**src/rtl/axi_llc_lock_req.sv**
```systemverilog
// Lock requester: holds one descriptor, requests its index/way lock once the lock box reports it free, then forwards it.
// Optional cumulative stall counter enabled by defining AXI_LLC_LOCK_REQ_STALL_CNT_EN.
module axi_llc_lock_req #(
   parameter int unsigned IndexLength      = 8,
   parameter int unsigned SetAssociativity = 8,
   parameter int unsigned PayloadWidth     = 32,
   parameter int unsigned StallCntWidth    = 16
) (
   input  logic                        clk_i,
   input  logic                        rst_ni,
   input  logic [IndexLength-1:0]      desc_index_i,
   input  logic [SetAssociativity-1:0] desc_way_i,
   input  logic [PayloadWidth-1:0]     desc_payload_i,
   input  logic                        desc_valid_i,
   output logic                        desc_ready_o,
   output logic [IndexLength-1:0]      lock_index_o,
   output logic [SetAssociativity-1:0] lock_way_o,
   output logic                        lock_req_o,
   input  logic                        locked_i,
   output logic [IndexLength-1:0]      desc_index_o,
   output logic [SetAssociativity-1:0] desc_way_o,
   output logic [PayloadWidth-1:0]     desc_payload_o,
   output logic                        desc_valid_o,
   input  logic                        desc_ready_i,
   output logic [StallCntWidth-1:0]    stall_cnt_o
);

   typedef enum logic [1:0] {
      IDLE = 2'd0,
      WAIT = 2'd1,
      SEND = 2'd2
   } state_e;

   state_e                        state_q, state_d;
   logic                          capture;
   logic                          vld_p0;
   logic [IndexLength-1:0]        hold_index_p0;
   logic [SetAssociativity-1:0]   hold_way_p0;
   logic [PayloadWidth-1:0]       hold_payload_p0;

   always_comb begin
      state_d      = state_q;
      capture      = 1'b0;
      desc_ready_o = 1'b0;
      lock_req_o   = 1'b0;
      vld_p0       = 1'b0;
      case (state_q)
         IDLE: begin
            desc_ready_o = 1'b1;
            if (desc_valid_i) begin
               capture = 1'b1;
               state_d = WAIT;
            end
         end
         WAIT: begin
            // The request is issued only in the single cycle the lock is seen free.
            if (!locked_i) begin
               lock_req_o = 1'b1;
               state_d    = SEND;
            end
         end
         SEND: begin
            vld_p0       = 1'b1;
            desc_ready_o = desc_ready_i;
            if (desc_ready_i) begin
               if (desc_valid_i) begin
                  capture = 1'b1;
                  state_d = WAIT;
               end else begin
                  state_d = IDLE;
               end
            end
         end
         default: state_d = IDLE;
      endcase
   end

   always_ff @(posedge clk_i or negedge rst_ni) begin
      if (!rst_ni) begin
         state_q <= IDLE;
      end else begin
         state_q <= state_d;
      end
   end

   // ---- stage p0: holding register, cleared on reset so a discarded descriptor leaves no trace
   always_ff @(posedge clk_i or negedge rst_ni) begin
      if (!rst_ni) begin
         hold_index_p0   <= '0;
         hold_way_p0     <= '0;
         hold_payload_p0 <= '0;
      end else if (capture) begin
         hold_index_p0   <= desc_index_i;
         hold_way_p0     <= desc_way_i;
         hold_payload_p0 <= desc_payload_i;
      end
   end

   assign lock_index_o   = hold_index_p0;
   assign lock_way_o     = hold_way_p0;
   assign desc_index_o   = hold_index_p0;
   assign desc_way_o     = hold_way_p0;
   assign desc_payload_o = hold_payload_p0;
   assign desc_valid_o   = vld_p0;

`ifdef AXI_LLC_LOCK_REQ_STALL_CNT_EN
   localparam logic [StallCntWidth-1:0] CntOne = StallCntWidth'(1);

   logic                     stall;
   logic [StallCntWidth-1:0] stall_cnt_p0;

   function automatic logic [StallCntWidth-1:0] sat_inc(input logic [StallCntWidth-1:0] v);
      return (&v) ? v : v + CntOne;
   endfunction

   assign stall = (state_q == WAIT) && locked_i;

   // Cumulative over all descriptors; only reset clears it.
   always_ff @(posedge clk_i or negedge rst_ni) begin
      if (!rst_ni) begin
         stall_cnt_p0 <= '0;
      end else if (stall) begin
         stall_cnt_p0 <= sat_inc(stall_cnt_p0);
      end
   end

   assign stall_cnt_o = stall_cnt_p0;
`else
   assign stall_cnt_o = '0;
`endif

endmodule

```
**config.mk**
```make
export PLATFORM = sky130hd
export DESIGN_NAME = axi_llc_lock_req
export DESIGN_NICKNAME = d
export VERILOG_FILES = /design/src/rtl/axi_llc_lock_req.sv
export SDC_FILE = /design/constraint.sdc
export NUM_CORES = 1
export LEC_CHECK = 0
export CELL_PAD_IN_SITES_DETAIL_PLACEMENT = 1
export CELL_PAD_IN_SITES_GLOBAL_PLACEMENT = 2
export CORE_UTILIZATION = 22
export DETAILED_ROUTE_END_ITERATION = 12
export GPL_ROUTABILITY_DRIVEN = 0
export PLACE_DENSITY = 0.87
export SLEW_MARGIN = 20
export SYNTH_ARGS = -nofsm -noshare
export SYNTH_HDL_FRONTEND = slang
export SYNTH_SLANG_ARGS = --single-unit
```
**constraint.sdc**
```tcl
create_clock -name clk_i -period 2.2 [get_ports clk_i]
set_clock_uncertainty 0.15 [all_clocks]
set_input_delay 0.55 -clock clk_i [delete_from_list [all_inputs] [get_ports clk_i]]
set_output_delay 0.55 -clock clk_i [all_outputs]
set_load 0.1 [all_outputs]
```
# Word level (Yosys, flattened, before mapping)
# Index checks and enable logic that the tools add are counted.
dict set report word_totals {
  ff_bits 50
  latch_bits 0
  ram_bits 0
  rom_bits 0
  in_bits 53
  out_inout_bits 83
  wordCells 23
  n_memories 0
}
dict set report classes {
  n_addsub 0
  n_mul 0
  div_mod_pow 0
  order_cmp 0
  n_eq_ne 5
  shift 0
  muxes 12
  bitwise_logic 0
  reduce_logical 2
}
# op count
set op_table {}
lappend op_table {{1-bit 2-to-1 mux} 6}
lappend op_table {{2-bit 2-to-1 mux} 3}
lappend op_table {{2-bit inequality test, second input constant} 3}
lappend op_table {{2-bit case mux with 3 select lines} 1}
lappend op_table {{1-bit case mux with 2 select lines} 2}
lappend op_table {{3-bit AND reduction} 1}
lappend op_table {{2-bit by 1-bit equality test with 1-bit output, second input constant} 1}
lappend op_table {{2-bit equality test, second input constant} 1}
lappend op_table {{2-bit zero test} 1}

# Depth between registers and ports, before layout
dict set report depth {
  ltp_word 3
  depth_mapped 5
  depth_no_buf 3
}

# Least setup slack after synthesis
# OpenSTA, ideal clock, no wires.
dict set report synth_path {
  path_kind {input port to output port}
  startpoint {input locked_i}
  endpoint {output lock_req_o}
  arrival_time_ps 2628
  required_time_ps 1500
  path_slack_ps -1128
  stages 1
  n_path_buf 0
  path_cell_list {nor3_1}
}
dict set report synth_via {
  elab_chain_len 2
}
# element line_no
set synth_rtl {}
lappend synth_rtl {{from (decl)} 19} ;# input logic locked_i,
lappend synth_rtl {{1-bit 2-to-1 mux} 57} ;# if (!locked_i) begin
lappend synth_rtl {{1-bit 2-to-1 mux} 47} ;# case (state_q)
lappend synth_rtl {{to (decl)} 18} ;# output logic lock_req_o,
# No other way between the ends.

# Worst setup path after layout
dict set report layout_path {
  startpoint {input desc_ready_i}
  endpoint {output desc_ready_o}
}
dict set report layout_via {
  elab_chain_len 1
}
# element line_no
set layout_rtl {}
lappend layout_rtl {{from (decl)} 24} ;# input logic desc_ready_i,
lappend layout_rtl {{1-bit case mux with 2 select lines} 47}
lappend layout_rtl {{to (decl)} 15} ;# output logic desc_ready_o,
# No other way between the ends.

==> results.sh <==
export IMPL_grt_overflow=0
export IMPL_drt_iter0_markers=21
export IMPL_critical_path_class="primary input to output pin"
export IMPL_core_region_area_um2=9371
export IMPL_rows=35
export IMPL_area_growth_pct=74.04
export IMPL_cts_tree="done"
export IMPL_syn_avg_cell_area_um2=14.82
export IMPL_cp_data_required_time_ps=1500
export IMPL_whs_path_depth=1
export IMPL_grt_usage=0.1026
export IMPL_finalNonFillerCells=385
export IMPL_finalMaxSlewViolations=0
export IMPL_die_area_um2=10170
export IMPL_r2r_start="state_q[1]"
export IMPL_cp_start_kind="primary input"
export IMPL_hold_viol_final=0
export IMPL_clock_path_buffers=2
export IMPL_yosysSeqAreaShare=0.5821
export IMPL_htreeDepth=2
export IMPL_top_usage_layer="met2"
export IMPL_route_detailed_drc=0
export IMPL_holdPathEnd="desc_payload_o[26]"
export IMPL_fin_crit_ps=2141
export IMPL_grtUsageMet1=0.1173
export IMPL_syn_inst=145
export IMPL_dr_pass1_iters=3
export IMPL_synth_warnings=0
export IMPL_die_x_um=100.8
export IMPL_globalRouteMet2Util=0.1870
export IMPL_worstPathArrival_ps=1440
export IMPL_worst_r2r_path_depth=4
export IMPL_yosys_register_bits=50
export IMPL_wl_per_cell_um=12.97
export IMPL_num_antenna_cells=0
export IMPL_critPathMaxFanout=3
export IMPL_nets=308
export IMPL_grt_pass1_vias=1621
export IMPL_syn_area_um2=2150
export IMPL_grt_start_max_net_pins=27
export IMPL_postRouteAntennaNets=0
export IMPL_portBuffers=119
export IMPL_worstReg2RegEnd="desc_payload_o[6]"
export IMPL_setup_viol=0
export IMPL_vias=1476
export IMPL_fin_tns_setup_ps=0
export IMPL_path_clk_slew_ps=90
export IMPL_clk_latency_ps=290
export IMPL_grt_use_met3=0.03121
export IMPL_hold_ws_ps=345.5
export IMPL_period_share=0.9732
export IMPL_status="finished clean"
export IMPL_dieHeight_um=100.8
export IMPL_clockRootBuffer="clkbuf_8"
export IMPL_worstHoldStart="desc_payload_o[26]"
export IMPL_dp_cells=376
export IMPL_post_dp_hpwl_mm=4.120
export IMPL_rsz0062_at_grt="no"
export IMPL_holdCritPathClass="flop to flop"
export IMPL_io_pins=136
export IMPL_drive_gt1_frac=0.4844
export IMPL_grt_pass1_wl_mm=7.983
export IMPL_cts_sink_count=50
export IMPL_drt_total_wl_mm=4.992
export IMPL_initial_core_util=0.2294
export IMPL_cts_buffers=5
export IMPL_max_cap_viol_count=0
export IMPL_endpoint_kind="output pin"
export IMPL_via_per_inst=3.834
export IMPL_maxClockFrequency_mhz=467.0
export IMPL_antenna_found_initial=0
export IMPL_synth_cell_types=13
export IMPL_r2r_slack_ps=490
[state kept, by name, summed over array words and instances (netlist names)]
name / flops
desc_payload_o: 32
desc_index_o: 8
desc_way_o: 8
state_q: 2
[how the worst max path moves through the flow]
| stage | from | to |
|---|---|---|
| floorplan | state_q[0] | lock_req_o |
| global placement | desc_ready_i | desc_index_o[3] |
| detailed placement | desc_ready_i | desc_payload_o[18] |
| CTS | locked_i | lock_req_o |
| global route | desc_ready_i | desc_ready_o |
| finish | desc_ready_i | desc_ready_o |
[repair_timing]
item / 4_1_cts / 5_1_grt
hold buffers: 1 / 0
endpoints found under the hold margin: 4 / 0
gates resized for setup: 0 / 1
buffers inserted: 0 / 0
endpoints found under the setup margin: 0 / 1
[through the flow]
step	setup WS (ps)	utilization	instance area, um^2
3_3_place_gp	-70.07	0.3877	3633
5_1_grt	22.56	0.3992	3741
2_1_floorplan	-267.6	-	2213
6_report	58.86	0.3992	3741
4_1_cts	14.30	0.3985	3735
3_5_place_dp	-77.50	0.3877	3633
[Yosys cell counts]
master | n | area (um^2)
nor3_1 | 1 | 5.000
nor2_1 | 2 | 7.510
dfrtp_1 | 50 | 1251
buf_4 | 35 | 262.8
inv_1 | 2 | 7.510
buf_6 | 2 | 22.52
a31o_2 | 1 | 8.760
mux2_2 | 39 | 439.2
conb_1 | 1 | 3.750
nor2b_4 | 1 | 13.76
nor3b_4 | 1 | 18.77
mux2_1 | 9 | 101.4
a21o_1 | 1 | 7.510
[metal layers]
| metal | wire length, um | vias to the layer above |
|---|---|---|
| met5 | 0 | - |
| met1 | 1944 | 719 |
| li1 | - | 657 |
| met3 | 509 | 6 |
| met2 | 2488 | 94 |
| met4 | 50 | 0 |
[cell families (layout without fill, tap and decap cells)]
family	Yosys count	in the layout	share of synthesized area
buf+inv	39	135	0.1362
compound gates	2	2	0.007569
flops	50	50	0.5821
mux	48	48	0.2515
other cells	1	16	0.001745
simple gates	5	5	0.02095
[critical path, cell delays in order]
cell             delay [ps]
clkdlybuf4s50_1         500
nor2b_4                  60
nor2_2                  130
buf_12                  190
[cells in the final DEF, fill, tap and decap left out, types with 2 or more instances in the layout]
master / Yosys / final
mux2_2: 39 / 39
inv_1: 2 / 2
mux2_1: 9 / 9
buf_4: 35 / 33
conb_1: 1 / 16
clkbuf_8: 0 / 6
dfrtp_1: 50 / 50
buf_12: 0 / 39
clkdlybuf4s50_1: 0 / 51
[cell type report]
type,instances,area (um^2)
clock inverter,1,5.005
multi-input combinational,71,675.6
tap,129,161.4
fill,1003,5630
clock buffer,7,86.33
sequential,50,1251
inverter,2,7.507
timing repair buffer,125,1554
Power is not shown: default switching activity piles up to over one toggle a cycle in this logic, so the estimate is an artifact.
